### config.mk
export PLATFORM = sky130hd
export DESIGN_NAME = io_uart_bridge
export DESIGN_NICKNAME = d
export VERILOG_FILES = /design/src/rtl/io_uart_bridge.sv
export SDC_FILE = /design/constraint.sdc
export NUM_CORES = 1
export LEC_CHECK = 0
export BUFFER_PORTS_ARGS = -buffer_cell sky130_fd_sc_hd__buf_2
export CAP_MARGIN = 10
export CORE_MARGIN = 4
export CORE_UTILIZATION = 35
export CTS_CLUSTER_SIZE = 25
export DETAILED_ROUTE_END_ITERATION = 8
export PLACE_DENSITY_LB_ADDON = 0.12
export RECOVER_POWER = 50
export SYNTH_ARGS = -nofsm -noshare
export SYNTH_HDL_FRONTEND = slang
export SYNTH_SLANG_ARGS = --single-unit
### constraint.sdc
create_clock -name clk -period 3.54 [get_ports clk]
set_clock_uncertainty 0.05 [all_clocks]
set_input_delay 0.531 -clock clk [delete_from_list [all_inputs] [get_ports clk]]
set_output_delay 0.531 -clock clk [all_outputs]
set_load 0.01 [all_outputs]
### src/rtl/io_uart_bridge.sv
// Byte handshake responder for the core IO unit: UART RX -> RX FIFO -> IN channel,
// OUT channel -> TX FIFO -> UART TX.
module io_uart_bridge #(
  parameter int CLKS_PER_BIT  = 868,
  parameter int RX_DEPTH_LOG2 = 4,
  parameter int TX_DEPTH_LOG2 = 4
) (
  input  logic       clk,
  input  logic       rstn,
  output logic [7:0] io_in_data,
  input  logic       io_in_rdy,
  output logic       io_in_vld,
  input  logic [7:0] io_out_data,
  output logic       io_out_rdy,
  input  logic       io_out_vld,
  input  logic       uart_rx,
  output logic       uart_tx,
  output logic       rx_overrun,
  output logic       rx_frame_err
);

  localparam int CW = $clog2(CLKS_PER_BIT);
  localparam logic [CW-1:0] BIT_END  = CW'(CLKS_PER_BIT - 1);
  localparam logic [CW-1:0] HALF_END = CW'(CLKS_PER_BIT / 2 - 1);
  localparam int RXD = 1 << RX_DEPTH_LOG2;
  localparam int TXD = 1 << TX_DEPTH_LOG2;

  typedef enum logic [1:0] {S_IDLE = 2'd0, S_START = 2'd1, S_DATA = 2'd2, S_STOP = 2'd3} state_e;

  logic [7:0]             rx_mem_q [RXD];
  logic [RX_DEPTH_LOG2:0] rx_wptr_q, rx_rptr_q;
  logic                   rx_empty_s, rx_full_s, rx_push_s, rx_pop_s;
  logic                   rx_sync1_q, rx_sync2_q, rx_s;
  state_e                 rx_state_q;
  logic [CW-1:0]          rx_cnt_q;
  logic [2:0]             rx_idx_q;
  logic [7:0]             rx_shift_q;
  logic                   rx_overrun_q, rx_frame_err_q;

  logic [7:0]             tx_mem_q [TXD];
  logic [TX_DEPTH_LOG2:0] tx_wptr_q, tx_rptr_q;
  logic                   tx_empty_s, tx_full_s, tx_push_s, tx_pop_s;
  logic [7:0]             tx_head_s;
  state_e                 tx_state_q;
  logic [CW-1:0]          tx_cnt_q;
  logic [2:0]             tx_idx_q;
  logic [7:0]             tx_shift_q;
  logic                   uart_tx_q;

  assign rx_s       = rx_sync2_q;
  assign rx_empty_s = (rx_wptr_q == rx_rptr_q);
  assign rx_full_s  = (rx_wptr_q[RX_DEPTH_LOG2] != rx_rptr_q[RX_DEPTH_LOG2]) &&
                      (rx_wptr_q[RX_DEPTH_LOG2-1:0] == rx_rptr_q[RX_DEPTH_LOG2-1:0]);
  assign io_in_vld  = !rx_empty_s;
  assign io_in_data = rx_empty_s ? 8'd0 : rx_mem_q[rx_rptr_q[RX_DEPTH_LOG2-1:0]];
  assign rx_pop_s   = io_in_vld && io_in_rdy;
  // A pop in the stop-sample cycle frees the slot the new byte needs.
  assign rx_push_s  = (rx_state_q == S_STOP) && (rx_cnt_q == BIT_END) && rx_s &&
                      (!rx_full_s || rx_pop_s);

  assign tx_empty_s = (tx_wptr_q == tx_rptr_q);
  assign tx_full_s  = (tx_wptr_q[TX_DEPTH_LOG2] != tx_rptr_q[TX_DEPTH_LOG2]) &&
                      (tx_wptr_q[TX_DEPTH_LOG2-1:0] == tx_rptr_q[TX_DEPTH_LOG2-1:0]);
  assign io_out_rdy = !tx_full_s;
  assign tx_push_s  = io_out_vld && io_out_rdy;
  assign tx_head_s  = tx_mem_q[tx_rptr_q[TX_DEPTH_LOG2-1:0]];
  assign tx_pop_s   = !tx_empty_s &&
                      ((tx_state_q == S_IDLE) || ((tx_state_q == S_STOP) && (tx_cnt_q == BIT_END)));

  assign uart_tx      = uart_tx_q;
  assign rx_overrun   = rx_overrun_q;
  assign rx_frame_err = rx_frame_err_q;

  // FIFO storage; contents are don't-care while the matching pointers say empty.
  always_ff @(posedge clk) begin
    if (rx_push_s) rx_mem_q[rx_wptr_q[RX_DEPTH_LOG2-1:0]] <= rx_shift_q;
    if (tx_push_s) tx_mem_q[tx_wptr_q[TX_DEPTH_LOG2-1:0]] <= io_out_data;
  end

  always_ff @(posedge clk or negedge rstn) begin
    if (!rstn) begin
      rx_wptr_q <= '0;
      rx_rptr_q <= '0;
      tx_wptr_q <= '0;
      tx_rptr_q <= '0;
    end else begin
      if (rx_push_s) rx_wptr_q <= rx_wptr_q + 1'b1;
      if (rx_pop_s)  rx_rptr_q <= rx_rptr_q + 1'b1;
      if (tx_push_s) tx_wptr_q <= tx_wptr_q + 1'b1;
      if (tx_pop_s)  tx_rptr_q <= tx_rptr_q + 1'b1;
    end
  end

  // Receiver: synchroniser, mid-bit sampling FSM and sticky error flags.
  always_ff @(posedge clk or negedge rstn) begin
    if (!rstn) begin
      rx_sync1_q     <= 1'b1;
      rx_sync2_q     <= 1'b1;
      rx_state_q     <= S_IDLE;
      rx_cnt_q       <= '0;
      rx_idx_q       <= 3'd0;
      rx_shift_q     <= 8'd0;
      rx_overrun_q   <= 1'b0;
      rx_frame_err_q <= 1'b0;
    end else begin
      rx_sync1_q <= uart_rx;
      rx_sync2_q <= rx_sync1_q;
      case (rx_state_q)
        S_IDLE: begin
          rx_cnt_q <= '0;
          if (!rx_s) rx_state_q <= S_START;
        end
        S_START: begin
          if (rx_cnt_q == HALF_END) begin
            rx_cnt_q   <= '0;
            rx_idx_q   <= 3'd0;
            rx_state_q <= rx_s ? S_IDLE : S_DATA;
          end else begin
            rx_cnt_q <= rx_cnt_q + 1'b1;
          end
        end
        S_DATA: begin
          if (rx_cnt_q == BIT_END) begin
            rx_cnt_q   <= '0;
            rx_shift_q <= {rx_s, rx_shift_q[7:1]};
            rx_idx_q   <= rx_idx_q + 3'd1;
            if (rx_idx_q == 3'd7) rx_state_q <= S_STOP;
          end else begin
            rx_cnt_q <= rx_cnt_q + 1'b1;
          end
        end
        S_STOP: begin
          if (rx_cnt_q == BIT_END) begin
            rx_cnt_q   <= '0;
            rx_state_q <= S_IDLE;
            if (!rx_s)                        rx_frame_err_q <= 1'b1;
            else if (rx_full_s && !rx_pop_s)  rx_overrun_q   <= 1'b1;
          end else begin
            rx_cnt_q <= rx_cnt_q + 1'b1;
          end
        end
        default: rx_state_q <= S_IDLE;
      endcase
    end
  end

  // Transmitter: back-to-back frames when the FIFO still holds data at stop end.
  always_ff @(posedge clk or negedge rstn) begin
    if (!rstn) begin
      tx_state_q <= S_IDLE;
      tx_cnt_q   <= '0;
      tx_idx_q   <= 3'd0;
      tx_shift_q <= 8'd0;
      uart_tx_q  <= 1'b1;
    end else begin
      case (tx_state_q)
        S_IDLE: begin
          tx_cnt_q <= '0;
          if (!tx_empty_s) begin
            tx_shift_q <= tx_head_s;
            uart_tx_q  <= 1'b0;
            tx_state_q <= S_START;
          end
        end
        S_START: begin
          if (tx_cnt_q == BIT_END) begin
            tx_cnt_q   <= '0;
            tx_idx_q   <= 3'd0;
            uart_tx_q  <= tx_shift_q[0];
            tx_shift_q <= {1'b0, tx_shift_q[7:1]};
            tx_state_q <= S_DATA;
          end else begin
            tx_cnt_q <= tx_cnt_q + 1'b1;
          end
        end
        S_DATA: begin
          if (tx_cnt_q == BIT_END) begin
            tx_cnt_q <= '0;
            if (tx_idx_q == 3'd7) begin
              uart_tx_q  <= 1'b1;
              tx_state_q <= S_STOP;
            end else begin
              uart_tx_q  <= tx_shift_q[0];
              tx_shift_q <= {1'b0, tx_shift_q[7:1]};
              tx_idx_q   <= tx_idx_q + 3'd1;
            end
          end else begin
            tx_cnt_q <= tx_cnt_q + 1'b1;
          end
        end
        S_STOP: begin
          if (tx_cnt_q == BIT_END) begin
            tx_cnt_q <= '0;
            if (!tx_empty_s) begin
              tx_shift_q <= tx_head_s;
              uart_tx_q  <= 1'b0;
              tx_state_q <= S_START;
            end else begin
              tx_state_q <= S_IDLE;
            end
          end else begin
            tx_cnt_q <= tx_cnt_q + 1'b1;
          end
        end
        default: tx_state_q <= S_IDLE;
      endcase
    end
  end

endmodule

* After elaboration in Yosys (flattened, before gate mapping)
Memory sizes are Yosys's and may differ from the RTL's. Cells that the tools add are included. Widths: inputs -> output; s select.
Storage, ports and cells: memories 2, bits of input ports 13, output and inout bits 13, bits in latches 0, memory bits (writable) 256, memory bits (read-only) 0, bits in registers 71, word-level logic and storage cells 131
Cells by class: bitwise logic cells 1, $mul 0, shift-type cells 0, equal/unequal tests 28, add/subtract/negate cells 8, reduce and logical (&&, ||, !) cells 32, order comparisons 0, div/mod/pow operators 0, muxes and demuxes 43
Memory list:
- rx_mem_q | words 16, width 8, rd ports 1, clocked after Yosys merged registers in 0, write ports 1, line 30 | logic [7:0] rx_mem_q [RXD];
- tx_mem_q | words 16, width 8, rd ports 1, clocked after Yosys merged registers in 0, write ports 1, line 40 | logic [7:0] tx_mem_q [TXD];
Operators by type and width (number):
- $mux 8 | 6
- $pmux 8 s4 | 1
- $mux 10 | 3
- $pmux 10 s3 | 1
- $mux 2 | 11
- $add 10x1->10 const B | 2
- $add 5x1->5 const B | 4
- $eq 10x10->1 const B | 2
- $pmux 10 s2 | 1
- $ne 2x2->1 const B | 9
- $pmux 2 s4 | 2
- $mux 3 | 5
- $pmux 3 s2 | 2
- $reduce_and 4->1 | 3
- $eq 10x9->1 const B | 1
- $eq 5x5->1 | 2
- $logic_and 1x1->1 | 10
- $mux 1 | 10
- $reduce_and 5->1 | 2
- $reduce_and 3->1 | 3
- $eq 2x2->1 const B | 4
- $eq 4x4->1 | 2
- $add 3x1->3 const B | 2
- $eq 3x3->1 const B | 2
- 12 further kinds | 22

* Longest topological paths before layout
Gate-level depths: netlist of run 1.
depth after elaboration 7, mapped depth 8, depth with buffers taken out 7

* Worst setup path after synthesis of run 1
Ideal clock, no wire load.
kind register to register, start reg rx_cnt_q[0], end mem rx_mem_q[3][0] (enable), path buffers 1, data required time 3.092 ns, slack 0.722 ns, library setup time 0.398 ns, period minus slack after synthesis 2.818 ns, data arrival time 2.371 ns, cell stages (with the launch flop) 7, path through dfrtp_1 -> ha_1 -> and4_1 -> nand4_2 -> a211oi_2 -> buf_4 -> nor4b_1
On the way: cells in the longest elaborated chain, start to end 6
RTL lines:
- start: declaration | line 35 | logic [CW-1:0] rx_cnt_q;
- start signal: assignment | line 119 | rx_cnt_q <= rx_cnt_q + 1'b1;
- start signal: assignment | line 129 | rx_cnt_q <= rx_cnt_q + 1'b1;
- start signal: assignment | line 139 | rx_cnt_q <= rx_cnt_q + 1'b1;
- $eq 10x10->1 | line 58 | assign rx_push_s = (rx_state_q == S_STOP) && (rx_cnt_q == BIT_END) && rx_s &&
- $logic_and 1x1->1 (3 in a row) | line 58
- $mux 1 | line 76 | if (rx_push_s) rx_mem_q[rx_wptr_q[RX_DEPTH_LOG2-1:0]] <= rx_shift_q;
- $mux 1 (not written as such) | line 76
- end: declaration | line 30
No other way between the ends.

* Worst setup path in the final report of run 1
start reg rx_wptr_q[3], end out io_in_data[0]
On the way: cells in the longest elaborated chain, start to end 2
RTL lines:
- start: declaration | line 31 | logic [RX_DEPTH_LOG2:0] rx_wptr_q, rx_rptr_q;
- start signal: assignment | line 87 | if (rx_push_s) rx_wptr_q <= rx_wptr_q + 1'b1;
- $eq 5x5->1 | line 51 | assign rx_empty_s = (rx_wptr_q == rx_rptr_q);
- $mux 8 | line 55 | assign io_in_data = rx_empty_s ? 8'd0 : rx_mem_q[rx_rptr_q[RX_DEPTH_LOG2-1:0]];
- end: declaration | line 10 | output logic [7:0] io_in_data,
No other way between the ends.

==> results of run 1 <==
## worst max-delay path: cells and delay by family, from the launching register on
family | cells | cell delay, ns
simple gates | 3 | 1.07
flops | 1 | 0.67
xor+xnor | 1 | 0.15
buf+inv | 1 | 0.14
## cell families after synthesis
family / after synthesis / share of synthesized area
adder cells (fa/ha/maj): 22 / 0.0202
AND/OR/NAND/NOR: 198 / 0.0760
multiplexers: 104 / 0.123
XOR/XNOR: 43 / 0.0276
AO/OA/AOI/OAI: 70 / 0.0371
buffers and inverters: 59 / 0.0220
flip-flops: 327 / 0.694
## routing by layer
layer  track usage  wire (um)  vias up
met5             0          0        -
met4        0.0455        817        0
met3        0.0265       1060       48
met2         0.241      14700      122
met1         0.182      12400     3657
li1              -          -     3286
## where the power goes
group | total (mW) | internal [mW] | leakage [nW] | switching [mW]
clock network | 4.19 | 2.67 | 0.650 | 1.51
logic | 2.10 | 0.827 | 1.72 | 1.27
registers | 4.62 | 4.42 | 3.41 | 0.200
## flip-flops by register name (all words and copies together) (netlist names), named ones only
register,flops
rx_idx_q,3
tx_idx_q,3
rx_wptr_q,5
rx_s,1
tx_rptr_q,5
rx_cnt_q,10
rx_frame_err,1
tx_wptr_q,5
rx_rptr_q,5
rx_overrun,1
tx_cnt_q,10
tx_mem_q,128
rx_state_q,1
uart_tx,1
tx_state_q,2
rx_sync1_q,1
rx_shift_q,8
tx_shift_q,8
rx_mem_q,128
## worst max-delay path by stage
stage	startpoint	to
after floorplan	rx_cnt_q[0]$_DFF_PN0_	rx_mem_q[3][0]$_DFFE_PP_
after global placement	tx_rptr_q[0]$_DFFE_PN0P_	tx_mem_q[7][1]$_DFFE_PP_
after detailed placement	rx_cnt_q[0]$_DFF_PN0_	rx_mem_q[11][2]$_DFFE_PP_
after CTS	rx_rptr_q[0]$_DFFE_PN0P_	io_in_data[2]
after global routing	rx_wptr_q[3]$_DFFE_PN0P_	io_in_data[2]
final	rx_wptr_q[3]$_DFFE_PN0P_	io_in_data[0]
## cell usage after synthesis, drive strengths merged (19+ instances only)
| master | count | area [um^2] |
|---|---|---|
| clkbuf | 20 | 75.1 |
| nor3 | 24 | 120 |
| edfxtp | 256 | 7690 |
| ha | 22 | 275 |
| dfrtp | 68 | 1700 |
| nor2 | 53 | 201 |
| buf | 22 | 161 |
| xor2 | 19 | 166 |
| xnor2 | 24 | 210 |
| mux4 | 50 | 1130 |
| mux2i | 42 | 420 |
| nand2 | 42 | 158 |
## metrics by stage
stage          area (um^2)  cells
2_1_floorplan        13600    823
3_3_place_gp         14500   1357
3_5_place_dp         14500   1357
4_1_cts              15800   1425
5_1_grt              15800   1425
6_report             15800   1425
## area by class of cell
type	instances	area share
flip-flops and latches	327	0.600
clock buffers	45	0.0633
clock inverters	23	0.0220
repair buffers	58	0.0237
multi-input cells	437	0.246
well taps	518	0.0411
inverters	17	0.00404
==> run_summary.xml, run 1 <==
<?xml version="1.0" encoding="UTF-8"?>
<metrics>
  <group name="routing">
    <metric name="remaining_drc_errors" unit="">0</metric>
    <metric name="vias_per_cell" unit="">4.99</metric>
    <metric name="wl_per_cell" unit="um">20.4</metric>
    <metric name="drtAntennaViolNets" unit="">0</metric>
    <metric name="wl" unit="um">29100</metric>
    <metric name="number_of_optimization_iterations_in_the_first_detailed_route_pass" unit="">5</metric>
    <metric name="detailroute.via_count" unit="">7113</metric>
    <metric name="drtIter0Drc" unit="">349</metric>
  </group>
  <group name="synth">
    <metric name="synth_top_flop_cell" unit="">sky130_fd_sc_hd__edfxtp_1</metric>
    <metric name="avgSynthCellArea" unit="um^2">16.6</metric>
    <metric name="ys_async_sr_fraction" unit="">0.217</metric>
    <metric name="postSynthCellCount" unit="">823</metric>
    <metric name="synth-warning-count" unit="">0</metric>
    <metric name="postSynthNetCount" unit="">858</metric>
    <metric name="synth_edf_count" unit="">256</metric>
    <metric name="yosysSeqAreaShare" unit="">0.694</metric>
    <metric name="mappedNetlistArea" unit="mm^2">0.0136</metric>
    <metric name="synth.ff_latch_count" unit="">327</metric>
    <metric name="synth.distinct_cells" unit="">55</metric>
  </group>
  <group name="timing">
    <metric name="fin_tns_setup" unit="ns">0</metric>
    <metric name="worst_hold_slack_after_final_layout" unit="ns">0.0596</metric>
    <metric name="relSlewSlack" unit="">-0.243</metric>
    <metric name="worst_pin_slew" unit="ns">1.86</metric>
    <metric name="grt_setup_unrepaired" unit="">false</metric>
    <metric name="achievable-frequency" unit="MHz">320</metric>
    <metric name="slew_viol_final" unit="">72</metric>
    <metric name="timing_hold_violations_final" unit="">0</metric>
    <metric name="fin_crit" unit="ns">3.12</metric>
    <metric name="min_period_over_period" unit="">0.882</metric>
    <metric name="setup_ws" unit="ns">0.418</metric>
    <metric name="finalSetupViolCount" unit="">0</metric>
  </group>
  <group name="clocking">
    <metric name="clk-insertion-delay-late" unit="ns">0.52</metric>
    <metric name="ctsHoldBuffers" unit="">0</metric>
    <metric name="maximum_clock_insertion_buffer_count" unit="">3</metric>
    <metric name="numClockSinks" unit="">327</metric>
    <metric name="post-cts-setup-buffers" unit="">0</metric>
    <metric name="post_cts.resized_instances" unit="">0</metric>
    <metric name="htree_levels" unit="">2</metric>
    <metric name="clockRootBuffer" unit="">sky130_fd_sc_hd__clkbuf_16</metric>
    <metric name="clock_tree_from_tritoncts" unit="">built</metric>
    <metric name="tritoncts.num_buffers" unit="">37</metric>
    <metric name="cts.reportedPaths.clkPinSlew" unit="ns">0.06</metric>
  </group>
  <group name="setup_path">
    <metric name="timing.critical_path.cells" unit="">xor2_1, nor4_2, nand2_1, and2_1, buf_2</metric>
    <metric name="crit_path_start_kind" unit="">flip-flop</metric>
    <metric name="worst-r2r-setup-slack" unit="ns">0.78</metric>
    <metric name="max_fo_critical_path" unit="">14</metric>
    <metric name="element_type_at_the_critical_path_end" unit="">output port</metric>
    <metric name="slowest_stage" unit="">sky130_fd_sc_hd__dfrtp_1</metric>
    <metric name="worst_r2r_startpoint" unit="">rx_cnt_q[0]$_DFF_PN0_</metric>
    <metric name="r2r_cells" unit="">7</metric>
    <metric name="critPathKind" unit="">flip-flop to output port</metric>
    <metric name="worst_ep_required_time" unit="ns">2.96</metric>
    <metric name="worst_ep_arrival_time" unit="ns">2.54</metric>
    <metric name="reg2reg_to" unit="">rx_mem_q[5][2]$_DFFE_PP_</metric>
    <metric name="critical_path.max_stage_delay" unit="ns">0.67</metric>
  </group>
  <group name="floorplanning">
    <metric name="io-pin-count" unit="">26</metric>
    <metric name="core" unit="mm^2">0.0386</metric>
    <metric name="die_area" unit="mm^2">0.0422</metric>
    <metric name="die-height" unit="um">205</metric>
    <metric name="fp.dieW" unit="um">205</metric>
    <metric name="start_util" unit="">0.354</metric>
    <metric name="core.rowCount" unit="">72</metric>
  </group>
  <group name="place">
    <metric name="detailed_place_hpwl" unit="um">19100</metric>
    <metric name="routabilityCongestion" unit="">0.768</metric>
    <metric name="detailedPlace.worstSlack" unit="ns">0.808</metric>
    <metric name="portBuffers" unit="">25</metric>
  </group>
  <group name="run_status">
    <metric name="violations" unit="">max-capacitance violations, max-slew violations</metric>
    <metric name="status" unit="">finished with violations</metric>
  </group>
  <group name="worst_hold_path">
    <metric name="instance_count_along_the_most_critical_hold_path" unit="">1</metric>
    <metric name="hold-path-endpoint" unit="">rx_sync1_q$_DFF_PN1_</metric>
    <metric name="worst_hold_path_type" unit="">input port to flip-flop</metric>
    <metric name="holdCritStartpoint" unit="">uart_rx</metric>
  </group>
  <group name="finish">
    <metric name="highest_count_cells_in_the_layout_ignoring_fill_and_taps" unit="">256 x sky130_fd_sc_hd__edfxtp_1, 66 x sky130_fd_sc_hd__dfrtp_1, 52 x sky130_fd_sc_hd__nor2_1, 50 x sky130_fd_sc_hd__mux4_2</metric>
    <metric name="multiInputGateArea" unit="mm^2">0.00388</metric>
    <metric name="area.sequential" unit="mm^2">0.00947</metric>
    <metric name="filler_cell_count" unit="">3566</metric>
    <metric name="final_common_cell" unit="">sky130_fd_sc_hd__edfxtp_1</metric>
    <metric name="drive_above_1_share" unit="">0.204</metric>
    <metric name="area_delta_synth_final" unit="%">15.7</metric>
    <metric name="antennaDiodeCount" unit="">0</metric>
    <metric name="finalNetCount" unit="">913</metric>
    <metric name="fin_util" unit="">0.409</metric>
  </group>
  <group name="pwr">
    <metric name="leakagePower" unit="nW">5.78</metric>
    <metric name="pwr_density_cell" unit="mW/mm^2">691</metric>
    <metric name="vdd_drop_max" unit="V">0.000362</metric>
    <metric name="power_total" unit="mW">10.9</metric>
  </group>
  <group name="flow_run">
    <metric name="max_cap_viol_count" unit="">1</metric>
  </group>
  <group name="global_route">
    <metric name="wire_length_of_the_first_global_routing_pass" unit="um">45200</metric>
    <metric name="grt.overflow.total" unit="">0</metric>
    <metric name="number_of_antenna_violations_at_the_first_check_in_global_routing" unit="">0</metric>
    <metric name="pin_count_of_the_biggest_net_entering_global_routing" unit="">72</metric>
    <metric name="grtUsageTotal" unit="">0.141</metric>
    <metric name="vias_in_the_first_global_route" unit="">7566</metric>
  </group>
</metrics>
Power figures use the tool's default switching activity.
==> run 2: changes to the inputs <==
Settings changed: BUFFER_PORTS_ARGS -buffer_cell sky130_fd_sc_hd__buf_2 to -buffer_cell sky130_fd_sc_hd__buf_4, CORE_MARGIN 4 to 5.
==> run 2 against run 1 <==
Net effect: final cell count shrank 0.14%; the flow still finishes with violations (max-capacitance violations, max-slew violations); global-route usage shrank 0.29 points; sequential share of layout area grew 0.34 points; hold slack gained 0.010 ns; critical path type unchanged; utilization shrank 0.33 points.
==> run_summary.xml, run 2 (same netlist as run 1, synthesis figures left out) <==
<?xml version="1.0" encoding="UTF-8"?>
<metrics>
  <group name="clocking">
    <metric name="ctsHoldBuffers" unit="">0</metric>
    <metric name="clk-insertion-delay-late" unit="ns">0.52</metric>
    <metric name="cts.reportedPaths.clkPinSlew" unit="ns">0.06</metric>
    <metric name="numClockSinks" unit="">327</metric>
    <metric name="maximum_clock_insertion_buffer_count" unit="">3</metric>
    <metric name="htree_levels" unit="">2</metric>
    <metric name="clock_tree_from_tritoncts" unit="">built</metric>
    <metric name="post-cts-setup-buffers" unit="">0</metric>
    <metric name="tritoncts.num_buffers" unit="">37</metric>
    <metric name="post_cts.resized_instances" unit="">0</metric>
    <metric name="clockRootBuffer" unit="">sky130_fd_sc_hd__clkbuf_16</metric>
  </group>
  <group name="timing">
    <metric name="min_period_over_period" unit="">0.900</metric>
    <metric name="slew_viol_final" unit="">72</metric>
    <metric name="relSlewSlack" unit="">-0.242</metric>
    <metric name="fin_crit" unit="ns">3.19</metric>
    <metric name="worst_pin_slew" unit="ns">1.86</metric>
    <metric name="fin_tns_setup" unit="ns">0</metric>
    <metric name="timing_hold_violations_final" unit="">0</metric>
    <metric name="grt_setup_unrepaired" unit="">false</metric>
    <metric name="achievable-frequency" unit="MHz">314</metric>
    <metric name="finalSetupViolCount" unit="">0</metric>
  </group>
  <group name="floorplanning">
    <metric name="start_util" unit="">0.353</metric>
    <metric name="core.rowCount" unit="">72</metric>
    <metric name="die-height" unit="um">207</metric>
    <metric name="fp.dieW" unit="um">207</metric>
    <metric name="die_area" unit="mm^2">0.0430</metric>
    <metric name="io-pin-count" unit="">26</metric>
    <metric name="core" unit="mm^2">0.0386</metric>
  </group>
  <group name="setup_path">
    <metric name="cp_num_buf_inv" unit="">2</metric>
    <metric name="cp.depth" unit="">5</metric>
    <metric name="critPathCapture" unit="">io_in_data[0]</metric>
    <metric name="timing.critical_path.cells" unit="">buf_4, mux4_2, mux4_2, and2_1, buf_4</metric>
    <metric name="max_fo_critical_path" unit="">32</metric>
    <metric name="startpoint" unit="">rx_rptr_q[1]$_DFFE_PN0P_</metric>
    <metric name="crit_path_start_kind" unit="">flip-flop</metric>
    <metric name="worst_ep_required_time" unit="ns">2.96</metric>
    <metric name="element_type_at_the_critical_path_end" unit="">output port</metric>
    <metric name="slowest_stage" unit="">sky130_fd_sc_hd__mux4_2</metric>
    <metric name="worst-r2r-setup-slack" unit="ns">0.81</metric>
    <metric name="worst_r2r_startpoint" unit="">tx_rptr_q[2]$_DFFE_PN0P_</metric>
    <metric name="r2r_cells" unit="">6</metric>
    <metric name="reg2reg_to" unit="">tx_mem_q[8][1]$_DFFE_PP_</metric>
    <metric name="critPathKind" unit="">flip-flop to output port</metric>
    <metric name="worst_ep_arrival_time" unit="ns">2.60</metric>
    <metric name="critical_path.max_stage_delay" unit="ns">0.50</metric>
    <metric name="critPathTopFamily" unit="">multiplexers</metric>
  </group>
  <group name="routing">
    <metric name="wl" unit="um">30000</metric>
    <metric name="drtAntennaViolNets" unit="">0</metric>
    <metric name="drtIter0Drc" unit="">414</metric>
    <metric name="wl_per_cell" unit="um">21.1</metric>
    <metric name="detailroute.via_count" unit="">7104</metric>
    <metric name="vias_per_cell" unit="">4.99</metric>
    <metric name="number_of_optimization_iterations_in_the_first_detailed_route_pass" unit="">4</metric>
    <metric name="remaining_drc_errors" unit="">0</metric>
  </group>
  <group name="pwr">
    <metric name="vdd_drop_max" unit="V">0.000406</metric>
    <metric name="netSwitchingPower" unit="mW">2.96</metric>
    <metric name="internal_power" unit="mW">7.56</metric>
    <metric name="power_total" unit="mW">10.5</metric>
    <metric name="pwr_density_cell" unit="mW/mm^2">670</metric>
    <metric name="netSwitchingFraction" unit="">0.281</metric>
    <metric name="pwr-share-comb" unit="">0.202</metric>
    <metric name="seq_power_share" unit="">0.436</metric>
    <metric name="leakagePower" unit="nW">5.74</metric>
    <metric name="clock_power_share" unit="">0.361</metric>
  </group>
  <group name="global_route">
    <metric name="wire_length_of_the_first_global_routing_pass" unit="um">46000</metric>
    <metric name="pin_count_of_the_biggest_net_entering_global_routing" unit="">72</metric>
    <metric name="vias_in_the_first_global_route" unit="">7563</metric>
    <metric name="grtUsageTotal" unit="">0.138</metric>
    <metric name="number_of_antenna_violations_at_the_first_check_in_global_routing" unit="">0</metric>
    <metric name="grt.overflow.total" unit="">0</metric>
  </group>
  <group name="flow_run">
    <metric name="max_cap_viol_count" unit="">1</metric>
  </group>
  <group name="run_status">
    <metric name="violations" unit="">max-capacitance violations, max-slew violations</metric>
    <metric name="status" unit="">finished with violations</metric>
  </group>
  <group name="finish">
    <metric name="finalNetCount" unit="">911</metric>
    <metric name="final_common_cell" unit="">sky130_fd_sc_hd__edfxtp_1</metric>
    <metric name="drive_above_1_share" unit="">0.201</metric>
    <metric name="highest_count_cells_in_the_layout_ignoring_fill_and_taps" unit="">256 x sky130_fd_sc_hd__edfxtp_1, 66 x sky130_fd_sc_hd__dfrtp_1, 52 x sky130_fd_sc_hd__nor2_1, 50 x sky130_fd_sc_hd__mux4_2</metric>
    <metric name="antennaDiodeCount" unit="">0</metric>
    <metric name="area_delta_synth_final" unit="%">15.0</metric>
  </group>
  <group name="place">
    <metric name="portBuffers" unit="">25</metric>
    <metric name="routabilityCongestion" unit="">0.792</metric>
    <metric name="detailed_place_hpwl" unit="um">19500</metric>
  </group>
  <group name="worst_hold_path">
    <metric name="worst_hold_path_type" unit="">input port to flip-flop</metric>
  </group>
</metrics>
[run 2: changes by cell type in the layout (fill, tap and decap cells not counted), sizes merged]
cell,before,now
bufinv,9,4
clkinvlp,3,0
clkbuf,55,54
clkinv,10,20
buf,48,45
[run 2: power by group through the flow]
| stage | combinational (mW) | clock (mW) | sequential, mW |
|---|---|---|---|
| 3_5_place_dp | 2.16 | 0 | 4.67 |
| 5_1_grt | 2.33 | 4.08 | 4.62 |
| 6_report | 2.13 | 3.80 | 4.59 |
| 3_3_place_gp | 2.13 | 0 | 4.66 |
| 2_1_floorplan | 1.65 | 0 | 4.59 |
| 4_1_cts | 2.17 | 3.92 | 4.59 |
[run 2: layout make-up]
cell class	instances	area, um^2
Clock buffer	43	1000
Multi-Input combinational cell	437	3880
Sequential cell	327	9470
Tap cell	518	648
Inverter	17	63.8
Timing Repair Buffer	56	407
Fill cell	3438	23000
Clock inverter	25	223
[run 2: worst min-delay path by stage]
stage	start	endpoint	slack, ns	cells after the start
after floorplan	rstn	async pin	0.19	0
final	uart_rx	rx_sync1_q$_DFF_PN1_	0.07	1
after detailed placement	rx_sync1_q$_DFF_PN1_	rx_s$_DFF_PN1_	0.30	0
after CTS	uart_rx	rx_sync1_q$_DFF_PN1_	0.04	1
after global placement	rx_sync1_q$_DFF_PN1_	rx_s$_DFF_PN1_	0.30	0
after global routing	uart_rx	rx_sync1_q$_DFF_PN1_	0.04	1
[run 2: per-layer routing]
layer / global-route usage / part of all wire / vias up / routed length (um)
met3: 0.0249 / 0.039 / 39 / 1170
met5: 0 / 0 / - / 0
met2: 0.242 / 0.52 / 130 / 15500
met4: 0.0360 / 0.018 / 0 / 549
li1: - / - / 3271 / -
met1: 0.178 / 0.43 / 3664 / 12800
[run 2: stage by stage]
stage / area [um^2] / hold WS, ns / std cells / util / setup slack [ns]
after floorplan: 13600 / 0.185 / 823 / - / 0.722
after global placement: 14500 / 0.301 / 1354 / 0.375 / 0.852
after detailed placement: 14500 / 0.299 / 1354 / 0.375 / 0.768
after CTS: 15700 / 0.0386 / 1422 / 0.407 / 0.314
after global routing: 15700 / 0.0374 / 1423 / 0.406 / 0.193
final: 15700 / 0.0699 / 1423 / 0.406 / 0.354
